--- src/rtl/exec_wb_stage.sv ---
// rtl/exec_wb_stage.sv - three-state execute/write-back stage (IDLE->EXEC->WB)
// Optional flag_z/flag_c outputs are built when EXEC_FLAGS_EN is defined.
module exec_wb_stage #(
    parameter int WIDTH = 8
) (
    input  logic             clk,
    input  logic             rst,
    input  logic             in_valid,
    output logic             in_ready,
    input  logic [2:0]       op,
    input  logic [2:0]       dst,
    input  logic [2:0]       src1,
    input  logic [2:0]       src2,
    input  logic             use_imm,
    input  logic [WIDTH-1:0] imm,
    output logic [2:0]       ra1,
    output logic [2:0]       ra2,
    input  logic [WIDTH-1:0] rd1,
    input  logic [WIDTH-1:0] rd2,
    output logic             we3,
    output logic [2:0]       wa3,
    output logic [WIDTH-1:0] wd3,
`ifdef EXEC_FLAGS_EN
    output logic             flag_z,
    output logic             flag_c,
`endif
    output logic             busy
);

    typedef enum logic [1:0] {
        IDLE = 2'd0,
        EXEC = 2'd1,
        WB   = 2'd2
    } state_t;

    localparam logic [2:0] OP_ADD   = 3'd0;
    localparam logic [2:0] OP_SUB   = 3'd1;
    localparam logic [2:0] OP_AND   = 3'd2;
    localparam logic [2:0] OP_OR    = 3'd3;
    localparam logic [2:0] OP_XOR   = 3'd4;
    localparam logic [2:0] OP_SLTU  = 3'd5;
    localparam logic [2:0] OP_PASSB = 3'd6;
    localparam logic [2:0] OP_NOP   = 3'd7;

    state_t            state_q, state_d;
    logic [2:0]        op_q, dst_q, src1_q, src2_q;
    logic              use_imm_q;
    logic [WIDTH-1:0]  imm_q;
    logic [2:0]        wa3_q;
    logic [WIDTH-1:0]  wd3_q;
    logic              accept;
    logic              load_result;

    logic [WIDTH-1:0]  opa, opb, result_d;
    logic [WIDTH:0]    sum_ext, diff_ext;

    assign accept      = (state_q == IDLE) && in_valid;
    assign load_result = (state_q == EXEC);

    always_comb begin
        state_d  = state_q;
        in_ready = 1'b0;
        we3      = 1'b0;
        case (state_q)
            IDLE: begin
                in_ready = 1'b1;
                if (in_valid) state_d = EXEC;
            end
            EXEC: state_d = WB;
            WB: begin
                we3     = (op_q != OP_NOP) && (dst_q != 3'd0);
                state_d = IDLE;
            end
            default: state_d = IDLE;
        endcase
    end

    // Operand mux and ALU; A < B unsigned is exactly the borrow of A - B.
    always_comb begin
        opa      = rd1;
        opb      = use_imm_q ? imm_q : rd2;
        sum_ext  = {1'b0, opa} + {1'b0, opb};
        diff_ext = {1'b0, opa} - {1'b0, opb};
        result_d = '0;
        case (op_q)
            OP_ADD:   result_d = sum_ext[WIDTH-1:0];
            OP_SUB:   result_d = diff_ext[WIDTH-1:0];
            OP_AND:   result_d = opa & opb;
            OP_OR:    result_d = opa | opb;
            OP_XOR:   result_d = opa ^ opb;
            OP_SLTU:  result_d = {{(WIDTH-1){1'b0}}, diff_ext[WIDTH]};
            OP_PASSB: result_d = opb;
            default:  result_d = '0;
        endcase
    end

    always_ff @(posedge clk or posedge rst) begin
        if (rst) begin
            state_q   <= IDLE;
            op_q      <= '0;
            dst_q     <= '0;
            src1_q    <= '0;
            src2_q    <= '0;
            use_imm_q <= 1'b0;
            imm_q     <= '0;
            wa3_q     <= '0;
            wd3_q     <= '0;
        end else begin
            state_q <= state_d;
            if (accept) begin
                op_q      <= op;
                dst_q     <= dst;
                src1_q    <= src1;
                src2_q    <= src2;
                use_imm_q <= use_imm;
                imm_q     <= imm;
            end
            // Write port registers only move at the end of EXEC, so they hold otherwise.
            if (load_result) begin
                wa3_q <= dst_q;
                wd3_q <= result_d;
            end
        end
    end

`ifdef EXEC_FLAGS_EN
    logic flag_z_q, flag_c_q;

    always_ff @(posedge clk or posedge rst) begin
        if (rst) begin
            flag_z_q <= 1'b0;
            flag_c_q <= 1'b0;
        end else if (load_result && (op_q != OP_NOP)) begin
            flag_z_q <= (result_d == '0);
            flag_c_q <= (op_q == OP_ADD) ? sum_ext[WIDTH] :
                        (op_q == OP_SUB) ? diff_ext[WIDTH] : 1'b0;
        end
    end

    assign flag_z = flag_z_q;
    assign flag_c = flag_c_q;
`endif

    assign ra1  = src1_q;
    assign ra2  = src2_q;
    assign wa3  = wa3_q;
    assign wd3  = wd3_q;
    assign busy = (state_q != IDLE);

endmodule

--- config.mk ---
export PLATFORM = sky130hd
export DESIGN_NAME = exec_wb_stage
export DESIGN_NICKNAME = d
export VERILOG_FILES = /design/src/rtl/exec_wb_stage.sv
export SDC_FILE = /design/constraint.sdc
export NUM_CORES = 1
export LEC_CHECK = 0
export CORE_ASPECT_RATIO = 2
export CORE_UTILIZATION = 47
export DETAILED_ROUTE_END_ITERATION = 16
export GPL_TIMING_DRIVEN = 0
export PLACE_DENSITY_LB_ADDON = 0.2
export SKIP_LAST_GASP = 1
export SLEW_MARGIN = 0
export SYNTH_ARGS = -nofsm -noshare
export SYNTH_HDL_FRONTEND = slang
export SYNTH_SLANG_ARGS = --single-unit
--- constraint.sdc ---
create_clock -name clk -period 2.6 [get_ports clk]
set_clock_uncertainty 0.15 [all_clocks]
set_input_delay 0.26 -clock clk [delete_from_list [all_inputs] [get_ports clk]]
set_output_delay 0.26 -clock clk [all_outputs]
set_load 0.02 [all_outputs]
# [Word level (Yosys, flattened, before mapping)]
# Index checks and enable logic that the tools add are counted.
[totals] reg_bits=34 output_inout_bits=20 elab_cells=36
[classes] add_sub_neg=2 n_eq_ne=10 n_mux=6 bitwise=3 reduce_logical=6
[op_table] cell="$pmux 8 s7" count=1
[op_table] cell="$eq 3x3->1 const B" count=3
[op_table] cell="$sub 8x8->9" count=1
[op_table] cell="$add 8x8->8" count=1
[op_table] cell="$and 8x8->8" count=1
[op_table] cell="$mux 8" count=1
[op_table] cell="$or 8x8->8" count=1
[op_table] cell="$xor 8x8->8" count=1
[op_table] cell="$eq 3x2->1 const B" count=2
[op_table] cell="$pmux 2 s2" count=1
[op_table] cell="$eq 3x1->1 const B" count=1
[op_table] cell="$logic_not 3->1" count=1
[op_table] cell="$ne 3x3->1 const B" count=1
[op_table] cell="$reduce_bool 3->1" count=1
[op_table] cell="$eq 2x1->1 const B" count=1
[op_table] cell="$eq 2x2->1 const B" count=1
[op_table] cell="$logic_and 1x1->1" count=2
[op_table] cell="$logic_not 2->1" count=1
[op_table] cell="$mux 1" count=2
[op_table] cell="$mux 2" count=1
[op_table] cell="$ne 2x2->1 const B" count=1
[op_table] cell="$reduce_bool 2->1" count=1

# [Logic depth before layout (Yosys ltp)]
# Gate-level depths: netlist of the first run.
[logic_depth] ltp_word=3 mapped_depth=11

# [Worst setup path before layout of the first run]
# Ideal clock, no wire load.
[synth_timing] kind="flip-flop to flip-flop" start="reg use_imm_q" end="reg wd3_q[2] (netlist: wd3[2])" setup_ns=0.065 arrival_time_ns=2.375 required_time_ns=2.385 slack_ns=0.011 stages_incl_launch_ff=10 path_buffers=1 synth_period_minus_slack_ns=2.589 cell_sequence="dfrtp_1 > buf_6 > mux2i_1 > inv_1 > ha_1 > fa_1 > xnor2_1 > mux4_2 > o221ai_1 > o21a_1"
[synth_via] elab_chain_cells=3
[synth_lines] element="from (decl)" line="47" text="logic use_imm_q;"
[synth_lines] element="from (signal assigned)" line="115" text="use_imm_q <= use_imm;"
[synth_lines] element="$mux 8 (*)" line="81" text="opb = use_imm_q ? imm_q : rd2;"
[synth_lines] element="$sub 8x8->9 (tied with other cells)" line="83" text="diff_ext = {1'b0, opa} - {1'b0, opb};"
[synth_lines] element="$pmux 8 s7 (*)" line="85" text="case (op_q)"
[synth_lines] element="to (signal assigned)" line="121" text="wd3_q <= result_d;"
[synth_lines] element="to (decl)" line="50" text="logic [WIDTH-1:0] wd3_q;"
# Mark *: on every way between the ends. The rest lies on a longest branch, timed or not.
# A chain may end at the register's enable or synchronous reset.

# [Final worst setup path of the first run]
[layout_timing] start="reg use_imm_q" end="reg wd3_q[0] (netlist: wd3[0])"
# The elaborated chain is that of the path after synthesis.

==> qor.txt, run 1 <==
fin area - 3810 um^2
Placed Area - 3460 um^2
number of nets with antenna violations after routing - 0
Async SR Flop Fraction - 100%
endpoints failing hold - 0
clock transition at the registers of the reported paths - 0.06 ns
CP Data Required Time - 2.63 ns
die area - 6210 um^2
DIE WIDTH - 56.2 um
RD Place Congestion - 0.873
pre-CTS setup slack - -0.397 ns
final setup margin - 0.0516 ns
Vias/cell - 5.77
Startpoint Class - register
CP Capture Type - register
Max-Cap Viols - 0
maximum fanout along the worst path - 9
Reg area - 851 um^2
Num Clock Sinks - 34
Top Ports - 60
DRT iter0 DRCs - 65
largest net degree at the start of global routing - 24
top routing layer used - met4
register area share after synthesis - 30.8%
Antenna diodes - 0
first-pass GRT wire length - 11.7 mm
grt total ovfl - 0
Synth Area per Inst - 9.80 um^2
Total GRT Usage - 25.2%
Final setup viols - 0
fmax - 392 MHz
WL final - 7.51 mm
Static Leakage - 0.00164 uW
WL/cell - 18.2 um
Final Core Density - 66.8%
Ys Warns - 0
vias - 2385
CTS Buf Count - 5
# nets final - 421
CTS root buffer - clkbuf_16
DR DRC count - 0
RSZ-0062 raised after global routing - true
peak supply drop - 0.000708 V
TritonCTS clock tree - done
number of global-route vias before repair - 2415
layout cells sized above 1 - 18.5%
DP Wirelength - 5.69 mm
Core Area - 5710 um^2
H-tree Lvls - 2
height of the die - 110 um
combined area of the multi-input logic cells - 1800 um^2
FILL cells - 484
clock buffer depth - 2
Synth cell types - 60
Initial DRT Pass Iterations - 4
#FFs+latches synth - 34
Final Power - 3440 uW
Slew HR - 60.3%
outcome - complete, no violations
IO buf count - 59
period utilization - 98.0%
PD cells - 903 nW/um^2
initial antenna violation count - 0
Initial Util - 48.4%
Worst-Margin Slew - 0.595 ns
Clk Latency, worst-skew pair - 0.29 ns
metal3 WL - 313 um
Cells after Synth - 282
setup total negative slack - 0 ns
worst path arrival time - 2.58 ns
DRT met1 WL - 2.58 mm
HP Class - input port to async pin
num rows - 39
number of synthesized flops with an enable pin - 0
minimum clock period - 2.55 ns
synthesized area - 2760 um^2
top_reg_cell synth - dfrtp_1
max-slew violation count - 0
P&R area growth vs syn - 38.0%
CP Class - register to register
cells on worst reg2reg path - 10
WL met2 - 4.15 mm
syn nets - 352
## final cells by class
class | count | area share, %
tap | 61 | 2.00
multi-input combinational | 205 | 47.1
clock inverter | 3 | 1.81
clock buffer | 5 | 3.28
inverter | 27 | 2.66
buffer | 15 | 4.04
sequential | 34 | 22.3
timing repair buffer | 63 | 16.8
## cell usage in the layout (no fill, tap or decap), types with 4 or more instances in the layout
master / Yosys / layout
buf_4: 4 / 6
ha_1: 28 / 24
a211oi_1: 7 / 6
a31oi_1: 6 / 6
mux2i_4: 0 / 4
clkdlybuf4s50_1: 0 / 59
clkbuf_16: 0 / 5
a21oi_2: 0 / 5
buf_6: 4 / 4
o21ai_0: 13 / 13
nand2b_1: 8 / 7
nor2_1: 16 / 15
nand2_1: 23 / 23
dfrtp_1: 34 / 34
mux2_1: 20 / 20
mux2i_1: 9 / 4
a21oi_1: 17 / 12
nor3_1: 4 / 4
inv_1: 26 / 25
clkbuf_8: 4 / 4
## synth_stat cells (all sizes together) (2+ instances only)
cell / n / area [um^2]
or2: 3 / 18.8
xnor2: 3 / 26.3
nor2: 17 / 71.3
clkbuf: 6 / 62.6
inv: 27 / 101
o311ai: 2 / 25.0
o21ai: 13 / 65.1
a21oi: 17 / 85.1
a31oi: 6 / 37.5
nand2: 23 / 86.3
o31ai: 2 / 20.0
fa: 2 / 40.0
nor3: 5 / 36.3
mux2i: 9 / 90.1
dfrtp: 34 / 851
o221ai: 3 / 32.5
a211oi: 7 / 52.6
and2b: 2 / 17.5
nand2b: 8 / 50.1
buf: 10 / 85.1
o211ai: 2 / 15.0
a21o: 2 / 15.0
nand4: 2 / 12.5
o221a: 2 / 22.5
and3: 3 / 18.8
mux2: 24 / 270
nor3b: 2 / 26.3
ha: 28 / 350
## report_power, final
group          internal, uW  switching (uW)  leakage, uW
Combinational           871             963      0.00115
Clock                   551             244    0.0000940
Sequential              700             115     0.000400
Total                  2120            1320      0.00164
## registers in the layout, indices dropped and copies added (netlist names)
name and flops:
wd3 8, state_q 2, ra2 3, ra1 3, dst_q 3, imm_q 8
use_imm_q 1, op_q 3, wa3 3
## routing by layer
| metal | vias to the layer above | track usage, % |
|---|---|---|
| met4 | 0 | 16.3 |
| met3 | 23 | 4.68 |
| li1 | 1132 | - |
| met2 | 73 | 46.7 |
| met5 | - | 0 |
| met1 | 1157 | 24.3 |
## per-stage QoR
step / hold WS (ns) / std cells
global route: 0.243 / 413
floorplan: 0.245 / 282
detailed placement: 0.316 / 403
global placement: 0.312 / 402
CTS: 0.208 / 412
finish: 0.193 / 413
## logic make-up after synthesis
logic type | count (synthesis) | share of synthesized area, %
simple gates | 72 | 14.3
compound gates | 65 | 16.7
buf+inv | 43 | 9.01
mux | 34 | 13.9
flops | 34 | 30.8
fa+ha+maj | 30 | 14.1
xor+xnor | 4 | 1.27
## path summary, 6_finish.rpt
path	end	slack, ns	startpoint
setup / recovery	wd3[0]	0.05	use_imm_q
hold / removal	imm_q[1]	0.19	rst
setup reg to reg	wd3[0]	0.05	use_imm_q
hold reg to reg	wa3[1]	0.33	wa3[1]
max in group asynchronous	imm_q[5]	1.58	rst
min in group clk	wa3[1]	0.33	wa3[1]
## repair_timing
item,in CTS,in global routing
endpoints found under the setup margin,7,7
cloned,0,0
resized for setup,6,27
pin swaps,0,4
hold buffers,0,0
buffers inserted,1,2
## critical path, stage by stage (launching register included)
cell,delay (ns)
dfrtp_1,0.38
buf_8,0.15
mux2_4,0.31
inv_1,0.08
ha_1,0.22
buf_4,0.17
nand2b_1,0.16
o2bb2ai_2,0.15
o31ai_2,0.31
a21oi_1,0.13
o221a_1,0.23
Power figures use the tool's default switching activity.
==> run 2: changes to the inputs <==
RECOVER_POWER = 50   (was default)
==> run 2 against run 1 <==
Compared with the run above: sequential share of layout area grew 0.17 points; non-clock buffer count is the same; wire length shrank 0.13%; sequential power is essentially flat; global-route usage is the same; fmax grew 0.18%; largest power group unchanged; die area is the same.
==> qor.txt, run 2 (synthesis results as in run 1) <==
clock buffer depth - 2
Max-Cap Viols - 0
Slew HR - 14.8%
DIE WIDTH - 56.2 um
Clk Latency, worst-skew pair - 0.29 ns
DP Wirelength - 5.69 mm
endpoints failing hold - 0
Static Leakage - 0.00163 uW
layout cells sized above 1 - 17.6%
RSZ-0062 raised after global routing - true
hold buffers post-CTS - 0
Antenna diodes - 0
reg2reg end - wd3[0]
outcome - complete, no violations
fmax - 393 MHz
CTS Buf Count - 5
setup slack, reg-to-reg - 0.06 ns
die area - 6210 um^2
PD cells - 905 nW/um^2
largest net degree at the start of global routing - 24
Final Core Density - 66.3%
Num Clock Sinks - 34
CP Capture Type - register
Worst-Margin Slew - 1.28 ns
initial antenna violation count - 0
max-slew violation count - 0
most frequent cells in the layout - clkdlybuf4s50_1 (53), dfrtp_1 (34), inv_1 (25)
vias - 2385
Total GRT Usage - 25.2%
number of nets with antenna violations after routing - 0
num rows - 39
Initial Util - 48.4%
cells on worst reg2reg path - 10
maximum fanout along the worst path - 9
Critical R2R Launch - use_imm_q
minimum clock period - 2.54 ns
DR DRC count - 0
# nets final - 421
worst path arrival time - 2.57 ns
number of global-route vias before repair - 2415
first-pass GRT wire length - 11.7 mm
Core Area - 5710 um^2
P&R area growth vs syn - 37.0%
Top Ports - 60
Initial DRT Pass Iterations - 4
WL final - 7.50 mm
clock transition at the registers of the reported paths - 0.06 ns
H-tree Lvls - 2
WL/cell - 18.2 um
TritonCTS clock tree - done
period utilization - 97.8%
Vias/cell - 5.77
CP Class - register to register
DRT iter0 DRCs - 63
leading cell type in the layout, fill and taps excluded - clkdlybuf4s50_1
Final setup viols - 0
IO buf count - 59
Startpoint Class - register
grt total ovfl - 0
RD Place Congestion - 0.873
HP Class - input port to async pin
peak supply drop - 0.000708 V
CTS root buffer - clkbuf_16
height of the die - 110 um
CP Data Required Time - 2.63 ns
WHS - 0.283 ns
run 2: cell count changes in the layout (fill, tap and decap cells not counted):
| cell | before | now |
|---|---|---|
| buf_16 | 1 | 0 |
| buf_2 | 1 | 0 |
| buf_4 | 6 | 5 |
| clkbuf_1 | 1 | 4 |
| clkdlybuf4s50_1 | 59 | 53 |
| dlygate4sd3_1 | 0 | 6 |
run 2: metrics by stage:
stage | area (um^2) | instances | total power, uW | setup TNS, ns | setup WS, ns
global route | 3780 | 413 | 3610 | -0.0720 | -0.0303
CTS | 3680 | 412 | 3320 | -0.0250 | -0.0250
detailed placement | 3460 | 403 | 2490 | -1.85 | -0.397
finish | 3780 | 413 | 3420 | 0 | 0.0563
floorplan | 2760 | 282 | 1900 | 0 | 0.0106
global placement | 3430 | 402 | 2440 | -1.59 | -0.350
run 2: final cells by class:
cell class / instances / area (um^2)
clock buffer: 5 / 125
timing repair buffer: 63 / 617
sequential: 34 / 851
tap: 61 / 76.3
clock inverter: 3 / 68.8
inverter: 27 / 101
buffer: 15 / 149
multi-input combinational: 205 / 1800
fill: 490 / 1930
run 2: report_power, final:
group | total, uW | internal, uW | switching (uW)
Sequential | 814 | 700 | 114
Clock | 794 | 551 | 244
Combinational | 1820 | 854 | 961
Total | 3420 | 2110 | 1320
run 2: worst max path at each step:
stage / from / end / slack (ns) / depth (start not counted)
final: use_imm_q / wd3[0] / 0.06 / 10
after floorplan: use_imm_q / wd3[2] / 0.01 / 9
after global routing: use_imm_q / wd3[0] / -0.03 / 10
after global placement: rd2[0] / wd3[4] / -0.35 / 10
after CTS: use_imm_q / wd3[2] / -0.02 / 9
after detailed placement: rd2[0] / wd3[2] / -0.40 / 9
run 2: what timing repair did:
item | in CTS | in global routing
setup endpoints to repair | 7 | 7
setup buffers | 1 | 2
cloned | 0 | 0
pin swaps | 0 | 4
gates resized for setup | 6 | 27
run 2: layer usage:
metal | vias up | wire [um] | track usage [%]
li1 | 1132 | - | -
met1 | 1149 | 2560 | 24.3
met2 | 83 | 4150 | 46.7
met3 | 21 | 344 | 4.68
met4 | 0 | 445 | 16.3
met5 | - | 0 | 0
run 2: worst max-delay path: stages, from the launching register on:
cell	delay (ns)
dfrtp_1	0.38
buf_8	0.15
mux2_4	0.31
inv_1	0.08
ha_1	0.23
buf_4	0.17
nand2b_1	0.16
o2bb2ai_2	0.15
o31ai_2	0.30
a21oi_1	0.13
o221a_1	0.23
